$ cat src/rtl/bias_pwr_seq.sv
// Power sequencer for the shared bias generator: wake-up delay, staggered
// per-consumer enable grants, idle hold-off before power-down, supply-loss trip.
module bias_pwr_seq #(
  parameter int unsigned NREQ        = 2,
  parameter int unsigned WAKE_CYC    = 10,
  parameter int unsigned STAGGER_CYC = 4,
  parameter int unsigned HOLD_CYC    = 16,
  parameter int unsigned CW          = 8
) (
  input  logic            clk,
  input  logic            rst,
  input  logic [NREQ-1:0] req,
  input  logic            avdd_ok,
  output logic            pwdn,
  output logic            bias_rdy,
  output logic [NREQ-1:0] en,
  output logic            fault,
  output logic            busy
);

  typedef enum logic [1:0] {OFF, WAKE, ON, HOLD} state_t;

  state_t          state, state_n;
  logic [CW-1:0]   wake_cnt, wake_n;
  logic [CW-1:0]   stag_cnt, stag_n;
  logic [CW-1:0]   hold_cnt, hold_n;
  logic            pwdn_n, rdy_n, fault_n, busy_n, found;
  logic [NREQ-1:0] en_n, cand, grant;

  always_ff @(posedge clk) begin
    if (rst) begin
      state    <= OFF;
      wake_cnt <= '0;
      stag_cnt <= '0;
      hold_cnt <= '0;
      pwdn     <= 1'b1;
      bias_rdy <= 1'b0;
      en       <= '0;
      fault    <= 1'b0;
      busy     <= 1'b0;
    end else begin
      state    <= state_n;
      wake_cnt <= wake_n;
      stag_cnt <= stag_n;
      hold_cnt <= hold_n;
      pwdn     <= pwdn_n;
      bias_rdy <= rdy_n;
      en       <= en_n;
      fault    <= fault_n;
      busy     <= busy_n;
    end
  end

  always_comb begin
    state_n = state;
    wake_n  = wake_cnt;
    stag_n  = stag_cnt;
    hold_n  = hold_cnt;
    pwdn_n  = pwdn;
    rdy_n   = bias_rdy;
    en_n    = en;
    fault_n = fault;
    cand    = req & ~en;
    grant   = '0;
    found   = 1'b0;

    // Lowest-index pending request wins the next grant slot.
    for (int unsigned i = 0; i < NREQ; i++) begin
      if (!found && cand[i]) begin
        grant[i] = 1'b1;
        found    = 1'b1;
      end
    end

    case (state)
      OFF: begin
        pwdn_n = 1'b1;
        rdy_n  = 1'b0;
        en_n   = '0;
        if (req == '0 && avdd_ok) fault_n = 1'b0;
        if (|req && avdd_ok && !fault) begin
          state_n = WAKE;
          pwdn_n  = 1'b0;
          wake_n  = CW'(WAKE_CYC - 1);
        end
      end
      WAKE: begin
        if (req == '0) begin
          state_n = OFF;
          pwdn_n  = 1'b1;
        end else if (wake_cnt == '0) begin
          state_n = ON;
          rdy_n   = 1'b1;
          stag_n  = '0;
        end else begin
          wake_n = wake_cnt - 1'b1;
        end
      end
      ON: begin
        if (req == '0) begin
          state_n = HOLD;
          en_n    = '0;
          hold_n  = CW'(HOLD_CYC - 1);
        end else begin
          // Releases are immediate; a grant to another bit may coincide.
          en_n = en & req;
          if (stag_cnt == '0 && found) begin
            en_n   = (en & req) | grant;
            stag_n = CW'(STAGGER_CYC - 1);
          end else if (stag_cnt != '0) begin
            stag_n = stag_cnt - 1'b1;
          end
        end
      end
      HOLD: begin
        if (|req) begin
          state_n = ON;
          stag_n  = '0;
        end else if (hold_cnt == '0) begin
          state_n = OFF;
          pwdn_n  = 1'b1;
          rdy_n   = 1'b0;
        end else begin
          hold_n = hold_cnt - 1'b1;
        end
      end
      default: state_n = OFF;
    endcase

    if (state != OFF && !avdd_ok) begin
      state_n = OFF;
      pwdn_n  = 1'b1;
      rdy_n   = 1'b0;
      en_n    = '0;
      fault_n = 1'b1;
    end

    busy_n = (state_n != OFF);
  end

endmodule

$ cat config.mk
export PLATFORM = sky130hd
export DESIGN_NAME = bias_pwr_seq
export DESIGN_NICKNAME = d
export VERILOG_FILES = /design/src/rtl/bias_pwr_seq.sv
export SDC_FILE = /design/constraint.sdc
export NUM_CORES = 1
export LEC_CHECK = 0
export ABC_AREA = 1
export CAP_MARGIN = 5
export CORE_MARGIN = 4
export CORE_UTILIZATION = 59
export CTS_CLUSTER_DIAMETER = 50
export DETAILED_ROUTE_END_ITERATION = 8
export MAX_ROUTING_LAYER = met4
export PLACE_DENSITY = 0.79
export SLEW_MARGIN = 20
export SYNTH_ARGS = -nofsm -noshare
export SYNTH_HDL_FRONTEND = slang
export SYNTH_SLANG_ARGS = --single-unit
export TNS_END_PERCENT = 1
$ cat constraint.sdc
create_clock -name clk -period 2 [get_ports clk]
set_input_delay 0.2 -clock clk [delete_from_list [all_inputs] [get_ports clk]]
set_output_delay 0.2 -clock clk [all_outputs]
set_load 0.01 [all_outputs]
### Word level (Yosys, flattened, before mapping)

Index checks and enable logic that the tools add are counted.

* add/sub/neg operators: 3
* eq/ne operators: 15
* muxes and demuxes: 42
* bitwise operators: 4
* reductions and logical operators: 32

Operator list (number)
* $mux W8: 12
* $pmux W8 S2: 2
* $logic_not A8 Y1: 3
* $pmux W8 S3: 1
* $sub A8 B1 Y8 const B: 3
* $ne A2 B2 Y1 const B: 11
* $mux W2: 9
* $mux W1: 14
* $reduce_bool A2 Y1: 7
* $reduce_and A4 Y1: 3
* $pmux W2 S4: 1
* $reduce_bool A8 Y1: 1
* $logic_and A1 B1 Y1: 6
* $pmux W1 S3: 2
* $reduce_and A6 Y1: 1
* $reduce_bool A3 Y1: 2
* $reduce_and A5 Y1: 1
* $and A2 B2 Y2: 2
* $eq A2 B2 Y1 const B: 2
* $logic_not A2 Y1: 2
* $pmux W2 S2: 1
* $reduce_or A2 Y1: 2
* $logic_not A1 Y1: 3
* $ne A3 B3 Y1 const B: 1
* other kinds (4): 4

* register bits after elaboration: 32
* bits of input ports: 5
* output and inout bits: 6
* logic and storage cells: 105

### Logic depth before layout (Yosys ltp)

Gate-level depths: netlist of the first run.

* depth after elaboration: 10
* depth in mapped cells: 10
* gate-level depth less buffers: 10

### Worst setup path before layout of the first run

Ideal clock, no wire load.

* path type: flip-flop to flip-flop
* from: register wake_cnt[0]
* to: register wake_cnt[1]
* setup time: 128 ps
* arrival: 1266 ps
* data required time: 1872 ps
* setup slack: 606 ps
* cell stages (with the launch flop): 9
* buffers on the path: 0
* clock period less this slack: 1394 ps
* cells stage by stage: dfxtp_1 inv_1 ha_1 nand3_1 nor2_4 o21ai_4 nand2_4 a21oi_1 nor2_1

* cells in the longest elaborated chain, start to end: 4
* elaborated cells on any way between the ends: 7
* those cells by class: add/sub (1); eq/ne (1); mux (3); reduce/logical (2)

RTL lines
* from (decl): RTL line 24 `logic [CW-1:0] wake_cnt, wake_n;`
* from (signal assigned): RTL line 43 `wake_cnt <= wake_n;`
* $sub A8 B1 Y8: RTL line 96 `wake_n = wake_cnt - 1'b1;`
* $mux W8: RTL line 91 `end else if (wake_cnt == '0) begin`
* $mux W8: RTL line 88 `if (req == '0) begin`
* $pmux W8 S2: RTL line 75 `case (state)`

Several ways; a longest one is shown, not always the timed one. The select of a mux whose other input is x is not followed.
A chain may end at the register's enable or synchronous reset.

### Final worst setup path of the first run

* from: register state[1]
* to: register en[1]

* cells in the longest elaborated chain, start to end: 3
* elaborated cells on any way between the ends: 7
* those cells by class: eq/ne (1); mux (1); reduce/logical (5)

RTL lines
* from (decl): RTL line 23 `state_t state, state_n;`
* from (signal assigned): RTL line 42 `state <= state_n;`
* branches (longest 3 deep; another with $eq A2 B2 Y1)
* to (signal assigned): RTL line 48 `en <= en_n;`
* to (decl): RTL line 16 `output logic [NREQ-1:0] en,`

Several ways; the timed one is not identified.

==> flow_summary.yaml, run 1 <==
outcome:
  status: "finished, final reports clean"
pwr:
  finalPower_mw: 1.972
  switchingPower_mw: 0.8035
  peakVddDrop_uv: 540.9
  internal_power_mw: 1.169
  power_frac_clock_pct: 20.1
  comb_power_share_pct: 42.2
  cellPowerDensity_mw_per_mm2: 870.5
  p_leak_nw: 1.081
  swShare_pct: 40.74
  pwr-share-seq_pct: 37.6
cts:
  post_cts_buffers: 0
  cts_root_buffer: "clkbuf_4"
  cts.sinks: 32
  clkTransAtPathRegs_ns: 0.10
  cts_inserted_buffers: 5
  clock_latency_ns: 0.34
  h-tree-depth: 2
  cts_tree: "built"
  cts_resized: 0
  ctsHoldBuffers: 0
  clock_path_buffers: 2
setup_path:
  path_cells: "nand2_1 > inv_1 > nand2_1 > a211oi_1"
  path_class: "reg -> reg"
  startpoint_type: "flip-flop"
  critPathArrivalTime_ns: 1.78
  cp_num_buf_inv: 1
  cpMostUsedCell: "nand2_1"
  cp_top_family: "flip-flops"
  critPathCaptureType: "flip-flop"
  cpPeakStageDelay_ns: 0.65
  crit_fanout: 9
  required_ns: 2.26
  crit_slowest_cell: "dfxtp_1"
final_layout:
  drive_gt1_share_pct: 11.41
  fin_area_sq_mm: 0.002266
  final_cell_mix: "87 x nand2_1, 43 x inv_1, 41 x nor2_1, 32 x dfxtp_1, 25 x nand3_1"
  layout_commonest_cell: "nand2_1"
  antenna_cells: 0
  register_area_sq_um: 640.6
  multi_input_area_sq_mm: 0.001217
  layout.nets: 343
  fillCellCount: 314
  syn2layout_area_growth_pct: 9.360
placement:
  preCtsSetupSlack_ns: 0.3219
  routabilityCongestion: 0.8443
  place_area_sq_mm: 0.002207
  portBuffers: 10
  place_hpwl_mm: 3.205
floorplanning:
  fp.dieW_microns: 67.26
  ioPinCount: 11
  row_count: 21
  die_h_microns: 67.26
  start_util_pct: 61.61
  die-area_sq_mm: 0.004524
  core_sq_mm: 0.003363
timing:
  timing.hold.ws_ns: 0.4580
  max_slew.worst_pin.slew_ns: 0.5005
  max_freq_mhz: 658.8
  slew_violations: 0
  finalHoldViolations: 0
  worst_slack_ns: 0.4822
  setup_viol: 0
  fin_crit_ns: 1.518
  rsz0062_at_grt: "false"
  setup-tns-final_ns: 0
  fin_crit_sh_pct: 75.89
  slew_headroom_pct: 66.59
  finalClockSkew_ns: 0.01673
grt:
  grt_pass1_vias: 1831
  grt_pass1_wl_mm: 7.790
  antenna_found_initial: 0
  grt_max_degree: 12
  overflow: 0
  track_usage_pct: 23.06
route:
  drtIter0Drc: 120
  num_vias: 1938
  routed_wl_mm: 4.306
  drtAntennaViolNets: 0
  routedWlPerCell_microns: 11.36
  first_pass_iters: 4
  drcViolationCount: 0
  viasPerCell: 5.113
synthesis:
  synth.top_cell.area_share_pct: 30.92
  synth_area_per_cell_sq_um: 6.516
  ys_types: 30
  synth-seq-cells: 32
  synth_area_sq_mm: 0.002072
  synth_fp_nets: 329
  netlist_instances: 318
  yosys_warnings: 0
  synth.area.top_cells: "dfxtp_1 31%, nand2_1 16%, inv_1 7.8%"
  yosysTopAreaCell: "dfxtp_1"
  ys_seq_area_share_pct: 30.92
flow_run:
  cap_violations: 0
min_path:
  hold_path.class: "reg -> reg"
==> synthesized netlist by cell type <==
master     n
nor2_1    41
nor3_1     2
nor2_8     2
ha_1       6
a21oi_1   24
dfxtp_1   32
nand2_2    6
a211oi_1   2
inv_1     43
nand2_4    3
o21ai_1    3
nand2_1   87
nor2_4     4
nor3b_1    1
a31oi_1    1
or2_2      1
o21ai_2    1
clkbuf_1   2
nor2_2     5
buf_6      2
nand3_1   25
nor3_2     1
inv_2      2
o211ai_1   1
xor2_1     4
buf_4      2
o21ai_0    6
nand4_1    5
o21ai_4    1
nand3_2    3
==> power groups by stage <==
stage          clock network (mW)  registers, mW  logic [mW]
6_report                    0.397          0.742       0.833
5_1_grt                     0.431          0.750       0.961
4_1_cts                     0.405          0.742       0.837
3_5_place_dp                    0          0.756       0.833
3_3_place_gp                    0          0.755       0.822
2_1_floorplan                   0          0.745       0.684
==> metal layers <==
metal / part of all wire [%] / track usage, %
met1: 49 / 28.66
met2: 46 / 37.30
met3: 4.0 / 4.160
met4: 1.3 / 8.608
met5: 0 / -
==> worst register-to-register path: stages, from the launching register on <==
cell,delay [ns]
dfxtp_1,0.65
nand2_1,0.33
inv_1,0.18
nand2_1,0.07
a211oi_1,0.21
==> worst paths after layout <==
check,cells past startpoint,end,startpoint,slack (ns)
hold / removal,2,pwdn,pwdn,0.46
setup reg to reg,4,en[1],state[1],0.48
hold reg to reg,2,pwdn,pwdn,0.46
setup / recovery,4,en[1],state[1],0.48
==> layout make-up <==
type	count	area share (%)
inverter	45	7.454
tap	46	2.540
multi-input combinational	235	53.73
clock buffer	8	2.595
sequential	32	28.27
timing repair buffer	13	5.411
==> sequential cells by signal, indices dropped and copies added (netlist names) <==
name      flops
hold_cnt      8
stag_cnt      8
wake_cnt      8
en            2
state         2
bias_rdy      1
busy          1
fault         1
pwdn          1
==> metrics by stage <==
step,cells,utilization (%)
after floorplan,318,-
after global placement,371,65.63
after global routing,379,67.37
after detailed placement,371,65.63
after CTS,379,67.37
final,379,67.37
==> cells by family after synthesis <==
logic type               count (synthesis)  synth area share [%]
AND/OR/NAND/NOR                        186                 42.87
adder cells (fa/ha/maj)                  6                 3.623
XOR/XNOR                                 4                 1.691
buffers and inverters                   51                 10.33
flip-flops                              32                 30.92
AO/OA/AOI/OAI                           39                 10.57
No activity file was read; power rests on OpenSTA's default activity.
==> run 2: changes to the inputs <==
==> constraint.sdc (replaced) <==
create_clock -name clk -period 1.4 [get_ports clk]
set_input_delay 0.14 -clock clk [delete_from_list [all_inputs] [get_ports clk]]
set_output_delay 0.14 -clock clk [all_outputs]
set_load 0.01 [all_outputs]
==> run 2 against run 1 <==
  * Critical endpoint is now stag_cnt[6]
  * Sequential power rose by 44%
  * Cell area rose by 18%
  * Via count rose by 11%
  * Critical path type unchanged
  * Non-clock buffer count rose by 29
  * Combinational power rose by 94%
==> flow_summary.yaml, run 2 (synthesized netlist as in run 1, its figures left out) <==
setup_path:
  critPathArrivalTime_ns: 1.63
  startpoint_type: "flip-flop"
  path_class: "reg -> reg"
  crit_slowest_cell: "dfxtp_2"
  cp_num_buf_inv: 2
  path_cells: "inv_2 > ha_4 > nand3_4 > nor2_4 > o21ai_4 > buf_12 > nor2_4 > nand2_1 > nand2_1 > nor2_1"
  critPathCaptureType: "flip-flop"
  cp_top_family: "simple AND/OR/NAND/NOR gates"
  cpPeakStageDelay_ns: 0.33
  crit_fanout: 4
  required_ns: 1.65
timing:
  finalHoldViolations: 0
  timing.hold.ws_ns: 0.4509
  fin_crit_ns: 1.384
  fin_crit_sh_pct: 98.83
  setup_viol: 0
  max_freq_mhz: 722.7
  rsz0062_at_grt: "true"
  slew_headroom_pct: 77.83
  slew_violations: 0
  finalClockSkew_ns: 0.01222
  max_slew.worst_pin.slew_ns: 0.3322
cts:
  h-tree-depth: 2
  cts_inserted_buffers: 5
  cts_root_buffer: "clkbuf_4"
  ctsHoldBuffers: 0
  clock_latency_ns: 0.35
  cts.sinks: 32
  clock_path_buffers: 2
  clkTransAtPathRegs_ns: 0.10
  cts_tree: "built"
final_layout:
  antenna_cells: 0
  layout.nets: 374
  layout_commonest_cell: "nand2_1"
  fin_util_pct: 79.84
  fin_area_sq_mm: 0.002685
  final_cell_mix: "84 x nand2_1, 41 x inv_1, 36 x nor2_1, 30 x buf_4, 28 x dfxtp_1"
  reg.largest.list: "hold_cnt (8), stag_cnt (8), wake_cnt (8)"
  syn2layout_area_growth_pct: 29.59
  drive_gt1_share_pct: 27.47
grt:
  grt_pass1_vias: 1886
  overflow: 0
  antenna_found_initial: 0
  grt_max_degree: 18
  grt_pass1_wl_mm: 8.231
  track_usage_pct: 24.49
route:
  num_vias: 2145
  routed_wl_mm: 5.301
  viasPerCell: 5.232
  drcViolationCount: 0
  drtIter0Drc: 162
  routedWlPerCell_microns: 12.93
  first_pass_iters: 5
  drtAntennaViolNets: 0
placement:
  place_hpwl_mm: 3.498
  routabilityCongestion: 0.8225
  portBuffers: 10
  place_area_sq_mm: 0.002407
outcome:
  status: "finished, final reports clean"
floorplanning:
  core_sq_mm: 0.003363
  fp.dieW_microns: 67.26
  ioPinCount: 11
  die_h_microns: 67.26
  row_count: 21
  start_util_pct: 61.61
  die-area_sq_mm: 0.004524
min_path:
  hold_path.class: "reg -> reg"
pwr:
  cellPowerDensity_mw_per_mm2: 1218
  p_leak_nw: 1.304
  peakVddDrop_uv: 871.8
  finalPower_mw: 3.271
flow_run:
  cap_violations: 0
[run 2: cell count changes in the layout (fill, tap and decap cells not counted), moves of 4 or more]
cell,delta
nand3_4,+4
a21oi_1,-7
a21oi_2,+7
ha_1,-4
nor2_1,-5
buf_4,+27
clkdlybuf4s50_1,-4
dfxtp_2,+4
dfxtp_1,-4
[run 2: layer usage]
| metal | wire [microns] | vias up | GRT usage [%] |
|---|---|---|---|
| met1 | 2359 | 987 | 30.98 |
| met5 | 0 | - | - |
| met3 | 280 | 9 | 4.992 |
| li1 | - | 1093 | - |
| met4 | 72 | 0 | 8.354 |
| met2 | 2588 | 56 | 38.90 |
[run 2: final timing paths]
kind | from | endpoint | slack (ns) | depth (start not counted)
setup / recovery | wake_cnt[1] | stag_cnt[6] | 0.02 | 10
hold / removal | pwdn | pwdn | 0.45 | 2
hold reg to reg | pwdn | pwdn | 0.45 | 2
setup reg to reg | wake_cnt[1] | stag_cnt[6] | 0.02 | 10
[run 2: power breakdown]
part / switching [mW] / internal [mW] / total (mW)
clock: 0.332 / 0.248 / 0.580
combinational: 0.936 / 0.685 / 1.62
sequential: 0.0780 / 0.993 / 1.07
total: 1.35 / 1.93 / 3.27
[run 2: worst reg2reg max path, cell delays in order, from the launching register on]
cell and delay [ns]:
dfxtp_2 0.33, inv_2 0.07, ha_4 0.14, nand3_4 0.08, nor2_4 0.15, o21ai_4 0.07, buf_12 0.14, nor2_4 0.13
nand2_1 0.07, nand2_1 0.06, nor2_1 0.04
[run 2: what timing repair did]
item	4_1_cts	5_1_grt
gates cloned	0	2
pin swaps	2	19
setup endpoints to repair	16	32
gates resized for setup	8	37
setup buffers	1	3
[run 2: through the flow]
stage,cells,setup TNS (ns),setup slack (ns)
floorplan,318,0,0.006022
global placement,396,-3.032,-0.1694
detailed placement,396,-3.500,-0.2326
CTS,405,-0.1078,-0.02529
global route,410,-0.6805,-0.1214
finish,410,0,0.01638
[run 2: area by class of cell]
class	instances	area, sq um
clock buffers	8	58.81
fillers	253	678.2
inverters	45	171.4
multi-input cells	237	1380
flip-flops and latches	32	645.6
well taps	46	57.56
repair buffers	42	371.6
==> run 3: changes to the inputs <==
--- a/config.mk
+++ b/config.mk
@@ -7,12 +7,11 @@
 export LEC_CHECK = 0
 export ABC_AREA = 1
 export CAP_MARGIN = 5
-export CORE_MARGIN = 4
-export CORE_UTILIZATION = 59
+export CORE_MARGIN = 2
+export CORE_UTILIZATION = 44
 export CTS_CLUSTER_DIAMETER = 50
 export DETAILED_ROUTE_END_ITERATION = 8
 export MAX_ROUTING_LAYER = met4
-export PLACE_DENSITY = 0.79
 export SLEW_MARGIN = 20
 export SYNTH_ARGS = -nofsm -noshare
 export SYNTH_HDL_FRONTEND = slang
==> run 3 against run 2 <==
  * Worst hold slack gained 0.024 ns
  * Final cell count increased by 2.2%
  * Routed wire length fell by 8.6%
  * Sequential power hardly changed
  * Register-to-register slack is essentially flat
  * Global-route usage shrank 3.9 points
  * Sequential share of layout area grew 0.092 points
  * Clock skew fell by 0.0029 ns
==> flow_summary.yaml, run 3 (synthesized netlist as in run 1, its figures left out) <==
setup_path:
  required_ns: 1.62
  crit_slowest_cell: "dfxtp_2"
  critPathCaptureType: "flip-flop"
  critPathArrivalTime_ns: 1.61
  path_cells: "inv_2 > ha_4 > nand3_4 > nor2_4 > o21ai_4 > buf_6 > nor2_4 > nand2_2 > a21oi_2"
  path_class: "reg -> reg"
  crit_fanout: 4
  startpoint_type: "flip-flop"
  worst_r2r_endpoint: "stag_cnt[4]"
  rr_worst_depth: 9
  cpPeakStageDelay_ns: 0.33
  cpMostUsedCell: "nor2_4"
  timing.rr.start: "wake_cnt[0]"
  reg2reg_slack_ns: 0.01
final_layout:
  reg.largest.list: "hold_cnt (8), stag_cnt (8), wake_cnt (8)"
  fin_util_pct: 60.30
  layout_commonest_cell: "nand2_1"
  final_cell_mix: "85 x nand2_1, 39 x inv_1, 38 x nor2_1, 35 x buf_4, 27 x dfxtp_1"
  fin_cells: 419
  drive_gt1_share_pct: 26.70
  syn2layout_area_growth_pct: 29.35
  antenna_cells: 0
  layout.nets: 377
min_path:
  min_from: "pwdn"
  hold_end: "pwdn"
  hold_depth: 2
  hold_path.class: "reg -> reg"
cts:
  cts_tree: "built"
  clock_latency_ns: 0.29
  h-tree-depth: 2
  cts.sinks: 32
  cts_root_buffer: "clkbuf_8"
  clock_path_buffers: 2
  clkTransAtPathRegs_ns: 0.07
  cts_inserted_buffers: 5
pwr:
  internal_power_mw: 2.065
  switchingPower_mw: 1.298
  pwr-share-seq_pct: 31.4
  power_frac_clock_pct: 22.0
  p_leak_nw: 1.281
  peakVddDrop_uv: 607.7
  swShare_pct: 38.60
  comb_power_share_pct: 46.6
  cellPowerDensity_mw_per_mm2: 1255
floorplanning:
  fp.dieW_microns: 72.62
  die-area_sq_mm: 0.005274
  ioPinCount: 11
  core_sq_mm: 0.004444
  row_count: 24
  start_util_pct: 46.62
  die_h_microns: 72.62
timing:
  max_freq_mhz: 721.8
  finalClockSkew_ns: 0.009363
  max_slew.worst_pin.slew_ns: 0.2962
  fin_crit_ns: 1.385
  fin_crit_sh_pct: 98.96
  rsz0062_at_grt: "true"
  setup_viol: 0
  slew_headroom_pct: 80.15
  finalHoldViolations: 0
  slew_violations: 0
placement:
  portBuffers: 10
  routabilityCongestion: 0.8751
  place_hpwl_mm: 3.600
  placedCellCount: 406
route:
  drcViolationCount: 0
  first_pass_iters: 4
  viasPerCell: 4.862
  num_vias: 2037
  drtIter0Drc: 95
  drtAntennaViolNets: 0
  routedWlPerCell_microns: 11.56
  routed_wl_mm: 4.844
outcome:
  status: "finished, final reports clean"
grt:
  grt_pass1_wl_mm: 8.245
  overflow: 0
  grt_max_degree: 18
  grt_pass1_vias: 1856
  antenna_found_initial: 0
  track_usage_pct: 20.59
flow_run:
  cap_violations: 0
[run 3: cell types whose count changed in the layout (fill, tap and decap cells not counted), sizes merged]
cell,previous run,this run
nand3,29,28
clkdlybuf4s50,6,10
dlygate4sd2,1,0
dlymetal6s2s,3,0
buf,32,36
[run 3: worst max-delay path: cells and delay by family (launching register included)]
| kind | cells | cell delay, ns |
|---|---|---|
| buffers and inverters | 2 | 0.21 |
| AO/OA/AOI/OAI | 2 | 0.18 |
| adder cells (fa/ha/maj) | 1 | 0.14 |
| flip-flops | 1 | 0.33 |
| AND/OR/NAND/NOR | 4 | 0.45 |
[run 3: cell type report]
cell class	count	area (sq um)
fill	442	1764
multi-input combinational	236	1333
sequential	32	646.9
timing repair buffer	46	374.1
inverter	45	171.4
clock buffer	8	90.09
tap	52	65.06
[run 3: routing by layer]
metal | GRT usage (%) | wire, microns | up-vias
li1 | - | - | 1101
met1 | 27.95 | 2498 | 904
met2 | 30.40 | 2154 | 27
met3 | 4.558 | 125 | 5
met4 | 6.790 | 65 | 0
met5 | - | 0 | -
[run 3: how the worst max path moves through the flow]
stage               cells after the start          end  slack [ns]   startpoint
detailed placement                      6  hold_cnt[0]       -0.20       req[0]
CTS                                     9  hold_cnt[5]       -0.01  hold_cnt[1]
floorplan                               8  wake_cnt[1]       0.006  wake_cnt[0]
finish                                  9  stag_cnt[4]        0.01  wake_cnt[0]
global placement                        6  hold_cnt[0]       -0.16       req[0]
global route                            9  stag_cnt[4]       -0.10  wake_cnt[0]
[run 3: stage by stage]
step	power (mW)	hold WS [ns]	cell area, sq um	setup slack, ns	TNS (ns)
2_1_floorplan	2.042	0.2412	2072	0.006022	0
3_3_place_gp	2.445	0.4427	2432	-0.1597	-2.864
3_5_place_dp	2.456	0.4705	2432	-0.1997	-3.106
4_1_cts	3.253	0.4836	2560	-0.01447	-0.03863
5_1_grt	3.635	0.5079	2680	-0.1016	-0.8100
6_report	3.363	0.4746	2680	0.01457	0
[run 3: power groups by stage]
stage / registers, mW / logic, mW / clock network (mW)
detailed placement: 1.07 / 1.39 / 0
CTS: 1.05 / 1.45 / 0.756
finish: 1.06 / 1.57 / 0.740
floorplan: 1.06 / 0.977 / 0
global placement: 1.07 / 1.38 / 0
global route: 1.07 / 1.76 / 0.805
[run 3: what timing repair did]
item / CTS / global route
setup endpoints to repair: 19 / 28
pin swaps: 5 / 15
cloned: 1 / 0
hold buffers: 0 / 0
resized for setup: 3 / 33
buffers inserted: 2 / 2
hold endpoints to repair: 0 / 0
==> patch, RTL diff (settings of run 3) <==
`NREQ`: 2 -> 1.
--- a/src/rtl/bias_pwr_seq.sv
+++ b/src/rtl/bias_pwr_seq.sv
@@ -1,7 +1,7 @@
 // Power sequencer for the shared bias generator: wake-up delay, staggered
 // per-consumer enable grants, idle hold-off before power-down, supply-loss trip.
 module bias_pwr_seq #(
-  parameter int unsigned NREQ        = 2,
+  parameter int unsigned NREQ        = 1,
   parameter int unsigned WAKE_CYC    = 10,
   parameter int unsigned STAGGER_CYC = 4,
   parameter int unsigned HOLD_CYC    = 16,
Interface: changed (resized en and req); port bits go from 11 to 9. The function was not compared with the original's and may differ.
==> patch against run 3 <==
Worst setup slack improved by 0.87 ps. Clock power rose by 6.4%. Sequential power fell by 6%. Area after synthesis fell by 6.5%. Total power fell by 19%. Largest cell class unchanged. Final cell count fell by 5.3%. Wire length fell by 6.7%. Sequential cell count fell by 1. Synthesized cell count fell by 7.2%. Design area fell by 1.6%.
==> patch: results (changes against run 3) <==
Clock Root Buffer=clkbuf_8; fill count=407 (-7.9%); Worst Hold Class=input port to flop; vias in the first global route=1722 (-7.2%); Vias=1893 (-7.1%); CTS Buf Count=5 (unchanged); post-place instance area=2310 um2 (-4.9%); post-synth cell types=29 (-3.3%); mean post-synth cell area=6.57 um2 (+0.77%); # port buffers=8 (-2); # placed instances=384 (-5.4%); maximum fanout along the worst path=7 (+3); # diodes=0 (unchanged); VDD IR max=0.000545 V (-10%); Worst-Skew Late Latency=280 ps; post-route insts no fill=397 (-5.3%); top post-synthesis cells by count=nand2_1 (71), inv_1 (42), nor2_1 (42), dfxtp_1 (31), a21oi_1 (23); share of layout cells above drive strength 1=0.328 (+0.0605); Total GRT Usage=0.196 (-0.0104); largest net degree at the start of global routing=13 (-5); critical path arrival=1560 ps (-50 ps); leakage=1.22 nW (-5.0%); final net count=354 (-6.1%); Clock Skews=5.67 ps (-3.69 ps); Max H-tree Level=2 (unchanged); DR iter-0 viols=79 (-17%); Syn Nets=305 (-7.3%); Post-Place Worst Slack=-215 ps (-15.0 ps); Seq/Total Area, Yosys=0.320 (+0.0112); drt wl/cell=11.4 um (-1.6%); first-pass GRT wire length=7470 um (-9.4%); GPL Wtd Cong=0.848 (-3.1%); actual slew at the worst max-slew pin=257 ps (-38.7 ps); top cells by area, synth=dfxtp_1 (32%), nand2_1 (14%), inv_1 (8.1%); outcome=finished, final reports clean; hpwl dp=3230 um (-10%)
patch: cell count changes after synthesis, sizes merged, moves of 2 or more:
cell | before | now
inv | 45 | 50
buf | 4 | 2
nand2 | 96 | 79
nand3 | 28 | 23
a211oi | 2 | 0
patch: metrics by stage:
step	setup TNS, ps	util	power (mW)
after floorplan	0	-	1.55
after global placement	-2790	0.538	1.81
after detailed placement	-3800	0.538	1.81
after CTS	-19.3	0.571	2.64
after global routing	-388	0.614	2.91
final	0	0.614	2.74
patch: cell families (layout without fill, tap and decap cells):
logic type / count (synthesis) / count (layout) / share of synthesized area
buf+inv: 54 / 104 / 0.116
xor+xnor: 5 / 5 / 0.0226
flops: 31 / 31 / 0.320
fa+ha+maj: 6 / 6 / 0.0388
compound gates: 37 / 37 / 0.101
simple gates: 162 / 162 / 0.401
patch: path summary, 6_finish.rpt:
check / startpoint / end / depth (start not counted) / slack [ps]
max reg2reg: hold_cnt[0] / hold_cnt[4] / 8 / 20
min reg2reg: pwdn / pwdn / 2 / 450
min: req / en / 4 / 420
max: hold_cnt[0] / hold_cnt[4] / 8 / 20
patch: metal layers:
layer,vias up,wire length (um),track usage
li1,1014,-,-
met1,850,2150,0.238
met2,21,2130,0.313
met3,8,140,0.0433
met4,0,104,0.0791
met5,-,0,-
patch: final cells by class:
cell class	instances	share of cell area
Multi-Input combinational cell	210	0.477
Timing Repair Buffer	46	0.146
Clock buffer	8	0.0380
Inverter	50	0.0750
Sequential cell	31	0.239
Tap cell	52	0.0247
patch: worst max-delay path, cell delays in order, from the launching register on:
cell and delay, ps:
dfxtp_2 340, inv_2 50, ha_4 160, nand3_4 80, nor2_4 50, nor2_4 190, nand3_1 130, o21ai_1 190
nor2_1 90
patch: repair_timing:
item / 4_1_cts / 5_1_grt
setup endpoints to repair: 18 / 28
hold endpoints to repair: 0 / 0
pin swaps: 4 / 14
buffers inserted: 1 / 5
gates resized for setup: 14 / 43
patch: report_power, final:
part,switching (mW),internal (mW),total (mW)
Clock,0.338,0.448,0.787
Sequential,0.0483,0.946,0.995
Combinational,0.537,0.416,0.953
Total,0.924,1.81,2.74
